--- config.mk ---
export PLATFORM = sky130hd
export DESIGN_NAME = if_fetch_unit
export DESIGN_NICKNAME = d
export VERILOG_FILES = /design/src/rtl/if_fetch_unit_pkg.sv /design/src/rtl/if_fetch_unit_fetch_queue.sv /design/src/rtl/if_fetch_unit.sv
export SDC_FILE = /design/constraint.sdc
export NUM_CORES = 1
export LEC_CHECK = 0
export ABC_AREA = 1
export ABC_CLOCK_PERIOD_IN_PS = 7980
export BUFFER_PORTS_ARGS = -buffer_cell sky130_fd_sc_hd__buf_2
export CAP_MARGIN = 25
export CORE_MARGIN = 2
export CORE_UTILIZATION = 50
export DETAILED_ROUTE_END_ITERATION = 12
export HOLD_SLACK_MARGIN = 0.1
export PLACE_DENSITY = 0.71
export SLEW_MARGIN = 20
export SYNTH_ARGS = -nofsm -noshare
export SYNTH_HDL_FRONTEND = slang
export SYNTH_HIERARCHICAL = 1
export SYNTH_SLANG_ARGS = --single-unit
--- constraint.sdc ---
create_clock -name clk -period 7.98 [get_ports clk]
set_input_delay 1.197 -clock clk [delete_from_list [all_inputs] [get_ports clk]]
set_output_delay 1.197 -clock clk [all_outputs]
set_load 0.02 [all_outputs]
--- src/rtl/if_fetch_unit_pkg.sv ---
// Shared constants and the fetch-queue entry layout for the instruction-fetch stage.
package if_pkg;

  localparam int FETCH_STEP     = 4;
  localparam int DEF_ADDR_WIDTH = 10;
  localparam int DEF_DATA_WIDTH = 32;

  typedef struct packed {
    logic [DEF_DATA_WIDTH-1:0] instr;
    logic [DEF_ADDR_WIDTH-1:0] pc_plus4;
  } fetch_entry_t;

endpackage

--- src/rtl/if_fetch_unit_fetch_queue.sv ---
// Synchronous power-of-two FIFO with flush; the head entry is presented on o_dout
// whenever the queue is non-empty.
module fetch_queue #(
  parameter int WIDTH = 42,
  parameter int DEPTH = 4
) (
  input  logic                       clk,
  input  logic                       reset,
  input  logic                       i_push,
  input  logic                       i_pop,
  input  logic                       i_flush,
  input  logic [WIDTH-1:0]           i_din,
  output logic [WIDTH-1:0]           o_dout,
  output logic [$clog2(DEPTH+1)-1:0] o_count,
  output logic                       o_full,
  output logic                       o_empty
);

  localparam int PTR_W = $clog2(DEPTH);
  localparam int CNT_W = $clog2(DEPTH + 1);

  logic [WIDTH-1:0] r_mem [DEPTH];
  logic [PTR_W-1:0] r_wr_ptr;
  logic [PTR_W-1:0] r_rd_ptr;
  logic [CNT_W-1:0] r_count;
  logic             w_do_push;
  logic             w_do_pop;

  assign o_full    = (r_count == CNT_W'(DEPTH));
  assign o_empty   = (r_count == '0);
  assign w_do_push = i_push & (~o_full | i_pop);
  assign w_do_pop  = i_pop & ~o_empty;

  // NOTE: storage is reset because the head slot is visible on o_dout, which must read 0 after reset.
  always_ff @(posedge clk or posedge reset) begin
    if (reset) begin
      r_wr_ptr <= '0;
      r_rd_ptr <= '0;
      r_count  <= '0;
      for (int i = 0; i < DEPTH; i++) r_mem[i] <= '0;
    end else if (i_flush) begin
      r_wr_ptr <= '0;
      r_rd_ptr <= '0;
      r_count  <= '0;
    end else begin
      if (w_do_push) begin
        r_mem[r_wr_ptr] <= i_din;
        r_wr_ptr        <= r_wr_ptr + PTR_W'(1);
      end
      if (w_do_pop) r_rd_ptr <= r_rd_ptr + PTR_W'(1);
      case ({w_do_push, w_do_pop})
        2'b10:   r_count <= r_count + CNT_W'(1);
        2'b01:   r_count <= r_count - CNT_W'(1);
        default: r_count <= r_count;
      endcase
    end
  end

  assign o_dout  = r_mem[r_rd_ptr];
  assign o_count = r_count;

endmodule

--- src/rtl/if_fetch_unit.sv ---
// Instruction-fetch stage: owns the PC, selects redirect targets and gates pushes
// of {instr, pc+4} into the decoupling fetch queue.
module if_fetch_unit
  import if_pkg::*;
#(
  parameter int                    ADDR_WIDTH = DEF_ADDR_WIDTH,
  parameter int                    DATA_WIDTH = DEF_DATA_WIDTH,
  parameter int                    FQ_DEPTH   = 4,
  parameter logic [ADDR_WIDTH-1:0] RESET_PC   = '0
) (
  input  logic                          clk,
  input  logic                          reset,
  input  logic                          en,
  input  logic                          branch_taken,
  input  logic [ADDR_WIDTH-1:0]         branch_address,
  input  logic                          jump,
  input  logic [ADDR_WIDTH-1:0]         jump_address,
  output logic [ADDR_WIDTH-1:0]         imem_addr,
  input  logic [DATA_WIDTH-1:0]         imem_data,
  output logic                          out_valid,
  input  logic                          out_ready,
  output logic [DATA_WIDTH-1:0]         out_instr,
  output logic [ADDR_WIDTH-1:0]         out_pc_plus4,
  output logic [$clog2(FQ_DEPTH+1)-1:0] fq_count
);

  localparam int ENTRY_W = DATA_WIDTH + ADDR_WIDTH;

  logic [ADDR_WIDTH-1:0] r_pc;
  logic [ADDR_WIDTH-1:0] w_pc_plus4;
  logic [ADDR_WIDTH-1:0] w_target_raw;
  logic [ADDR_WIDTH-1:0] w_target;
  logic                  w_redirect;
  logic                  w_pop;
  logic                  w_push;
  logic                  w_full;
  logic                  w_empty;
  logic [ENTRY_W-1:0]    w_head;

  // Jump wins over branch; targets are forced word-aligned.
  assign w_redirect   = jump | branch_taken;
  assign w_target_raw = jump ? jump_address : branch_address;
  assign w_target     = w_target_raw & ~ADDR_WIDTH'(3);
  assign w_pc_plus4   = r_pc + ADDR_WIDTH'(FETCH_STEP);

  assign w_pop  = ~w_empty & out_ready;
  assign w_push = en & ~w_redirect & (~w_full | w_pop);

  // NOTE: sequential state uses <= so every register samples pre-edge values regardless of block order.
  always_ff @(posedge clk or posedge reset) begin
    if (reset)           r_pc <= RESET_PC;
    else if (w_redirect) r_pc <= w_target;
    else if (w_push)     r_pc <= w_pc_plus4;
  end

  fetch_queue #(
    .WIDTH (ENTRY_W),
    .DEPTH (FQ_DEPTH)
  ) u_fetch_queue (
    .clk     (clk),
    .reset   (reset),
    .i_push  (w_push),
    .i_pop   (w_pop),
    .i_flush (w_redirect),
    .i_din   ({imem_data, w_pc_plus4}),
    .o_dout  (w_head),
    .o_count (fq_count),
    .o_full  (w_full),
    .o_empty (w_empty)
  );

  assign imem_addr    = r_pc;
  assign out_valid    = ~w_empty;
  assign out_instr    = w_head[ENTRY_W-1 -: DATA_WIDTH];
  assign out_pc_plus4 = w_head[ADDR_WIDTH-1:0];

endmodule

==> impl_metrics.tcl <==
set metrics [dict create \
    timing.final.crit_share_pct 47.63 \
    clock-root-buffer "sky130_fd_sc_hd__clkbuf_16" \
    area_of_combinational_cells_with_multiple_inputs_sq_um 3847 \
    global_route_wire_length_before_repair_microns 37690 \
    p_seq_share_pct 46.6 \
    grt_setup_unrepaired "no" \
    postCtsSetupBuffers 0 \
    setup_viol 0 \
    area.growth.synth_to_final_pct 12.58 \
    postPlaceCellArea_sq_um 9473 \
    clkPwrFrac_pct 37.3 \
    vias_per_cell 5.401 \
    average_wire_per_standard_cell_microns 16.40 \
    synth.ff_latch_count 183 \
    die_h_microns 137.8 \
    clock_latency_ns 0.43 \
    maxCapViolations 0 \
    grt_antenna_before_repair 0 \
    fp.dieArea_sq_um 18990 \
    grt-busiest-layer "met2" \
    drt_drc_violations_left 0 \
    synth.yosys.seq_area_share_pct 51.16 \
    worst-setup-path-type "input port to flop" \
    met1_usage_pct 35.09 \
    gp_routability_congestion 0.7930 \
    die_w_microns 137.8 \
    critical_path.startpoint_type "input port" \
    port_buffers 107 \
    drtAntennaViolNets 0 \
    netlist_area_sq_um 8951 \
    worst_ep_required_time_ns 8.34 \
    worst-slew-pin-transition_ns 1.036 \
    synth.avg_cell_area_sq_um 7.886 \
    cts_tree "yes" \
    endpoint_kind "flop" \
    setup_tns_ns 0 \
    synth-edff-count 0 \
    max_clock_freq_mhz 263.1 \
    yosys.cell_types.count 34 \
    finalWirelength_microns 23660 \
    share_comb_of_total_power_pct 16.0 \
    layout_commonest_cell "sky130_fd_sc_hd__nand2_1" \
    register_area_sq_um 4581 \
    gr-usage-all-layers_pct 25.60 \
    grt_overflow 0 \
    cellLeakagePower_nw 5.546 \
    intPower_mw 1.598 \
    fillers 1627 \
    place_hpwl_microns 12570 \
    htree_num_levels 4 \
    antenna_cells_inserted 0 \
    floorplan.rows 48 \
    grtUsageMet3_pct 5.445 \
    mostFrequentLayoutCells "392 x sky130_fd_sc_hd__nand2_1, 182 x sky130_fd_sc_hd__dfrtp_1, 141 x sky130_fd_sc_hd__o21ai_0" \
    synth_ff_type "sky130_fd_sc_hd__dfrtp_1" \
    outcome "completed" \
    final_layout_size_suffix_gt1_share_pct 14.29 \
    p_switching_uw 621.3 \
    cp_max_fo 102 \
    worst_slew_margin_pct 30.85 \
    final_max_slew_viol_count 0 \
    power-per-cell-area_nw_per_um2 220.3 \
    worst_ep_arrival_time_ns 4.16 \
    clock_buffer_count_from_cts 17 \
    irDropWorstVdd_v 0.0001537 \
    nNetsFinal 1269 \
    whs_ns 0.4743 \
    groute.layer.met2.usage_pct 41.63 \
    period_needed_ns 3.801 \
    switching_share_pct 27.99 \
    ys.warnings.count 6 \
    post-route-cell-area_sq_um 10080 \
    ys_async_sr_fraction_pct 100.0 \
    dr_total_vias 7794 \
    detail_route.iter0.violations 606 \
    timing_hold_violations_final 0 \
    via_count_of_the_first_global_routing_pass 7305 \
    synth_cells 1135 \
    clock_tree.buffer_depth 2 \
    grt_start_max_net_pins 109 \
    detail_route.first_pass.iterations 5 \
    cts_repair_resize_count 0 \
    ctsHoldBuffers 0 \
    skew_final_ns 0.006739 \
    clk_pin_slew_worst_paths_ns 0.06 \
    io-pin-count 114 \
    clkSinkCount 183 \
    initial_core_utilization_pct 51.39 \
    hold_path.class "flop to flop" \
    design.core.area_sq_um 17420 \
]
## critical path: stages
cell and delay (ns):
sky130_fd_sc_hd__buf_2 0.19, sky130_fd_sc_hd__nor2_8 0.19, sky130_fd_sc_hd__inv_2 0.11, sky130_fd_sc_hd__nor2_1 0.28
sky130_fd_sc_hd__nand2_2 0.12, sky130_fd_sc_hd__nor2_4 0.17, sky130_fd_sc_hd__inv_6 0.25, sky130_fd_sc_hd__buf_4 0.45
sky130_fd_sc_hd__nor2_4 0.48, sky130_fd_sc_hd__buf_4 0.44, sky130_fd_sc_hd__nand2_1 0.09, sky130_fd_sc_hd__nand2_1 0.09
## power by group through the flow
stage | Sequential, mW | Combinational, mW | Clock [mW]
6_report | 1.04 | 0.356 | 0.828
5_1_grt | 1.04 | 0.397 | 0.880
4_1_cts | 1.03 | 0.357 | 0.843
3_5_place_dp | 1.05 | 0.356 | 0
3_3_place_gp | 1.05 | 0.352 | 0
2_1_floorplan | 1.05 | 0.233 | 0
## cell families (layout without fill, tap and decap cells)
family / after synthesis / count (layout) / share of synthesized area, %
AND/OR/NAND/NOR: 519 / 519 / 23.12
AO/OA/AOI/OAI: 314 / 314 / 18.42
flip-flops: 183 / 183 / 51.16
buffers and inverters: 111 / 185 / 6.234
adder cells (fa/ha/maj): 6 / 6 / 0.9226
other: 1 / 10 / 0.04189
XOR/XNOR: 1 / 1 / 0.09787
## path summary, 6_finish.rpt
check                                    startpoint                   endpoint  slack (ns)  cells past startpoint
setup / recovery                               jump    u_fetch_queue/r_mem[95]        4.18                     12
min in group asynchronous                     reset   u_fetch_queue/r_mem[131]        0.73                      2
hold / removal              u_fetch_queue/r_mem[66]    u_fetch_queue/r_mem[66]        0.47                      2
max in group asynchronous                     reset  u_fetch_queue/r_rd_ptr[0]        5.64                      4
setup reg to reg           u_fetch_queue/o_count[1]    u_fetch_queue/r_mem[95]        4.34                     16
hold reg to reg             u_fetch_queue/r_mem[66]    u_fetch_queue/r_mem[66]        0.47                      2
## synthesized netlist by cell type (3+ instances only)
cell type / count / share of area, %
sky130_fd_sc_hd__nand2_1: 392 / 16
sky130_fd_sc_hd__dfrtp_1: 183 / 51
sky130_fd_sc_hd__o21ai_0: 141 / 7.9
sky130_fd_sc_hd__o21ai_1: 117 / 6.5
sky130_fd_sc_hd__nor2_1: 89 / 3.7
sky130_fd_sc_hd__clkbuf_1: 45 / 1.9
sky130_fd_sc_hd__o22ai_1: 42 / 2.9
sky130_fd_sc_hd__inv_1: 28 / 1.2
sky130_fd_sc_hd__buf_2: 16 / 0.89
sky130_fd_sc_hd__nand3_1: 16 / 0.89
sky130_fd_sc_hd__buf_6: 14 / 1.8
sky130_fd_sc_hd__nor2_4: 6 / 0.75
sky130_fd_sc_hd__a21oi_1: 5 / 0.28
sky130_fd_sc_hd__ha_1: 5 / 0.70
sky130_fd_sc_hd__nand2_2: 4 / 0.28
sky130_fd_sc_hd__a22oi_1: 3 / 0.25
sky130_fd_sc_hd__and2_1: 3 / 0.21
sky130_fd_sc_hd__buf_4: 3 / 0.25
sky130_fd_sc_hd__inv_2: 3 / 0.13
sky130_fd_sc_hd__nand4_1: 3 / 0.21
## layout make-up
cell class | count | share of cell area, %
timing repair buffer | 121 | 6.556
inverter | 32 | 1.291
clock buffer | 23 | 4.743
tap | 225 | 2.794
clock inverter | 9 | 0.9809
sequential | 183 | 45.46
multi-input combinational | 850 | 38.18
## sequential cells by signal (all words and copies together) (netlist names)
register                cells
u_fetch_queue/r_rd_ptr      2
u_fetch_queue/o_count       3
imem_addr                   8
u_fetch_queue/r_mem       168
u_fetch_queue/r_wr_ptr      2
## metal layers
metal	up-vias	wire, microns
met5	-	0
li1	3856	-
met1	3669	10600
met4	0	237
met3	18	1539
met2	251	11280
## stage by stage
| stage | setup WS (ns) | util, % | power, mW | cells |
|---|---|---|---|---|
| detailed placement | 3.760 | 54.39 | 1.408 | 1410 |
| CTS | 4.196 | 57.70 | 2.235 | 1442 |
| global placement | 3.771 | 54.39 | 1.401 | 1410 |
| finish | 4.179 | 57.86 | 2.220 | 1443 |
| floorplan | 2.038 | - | 1.283 | 1144 |
| global route | 3.932 | 57.86 | 2.320 | 1443 |
Power figures use the tool's default switching activity.
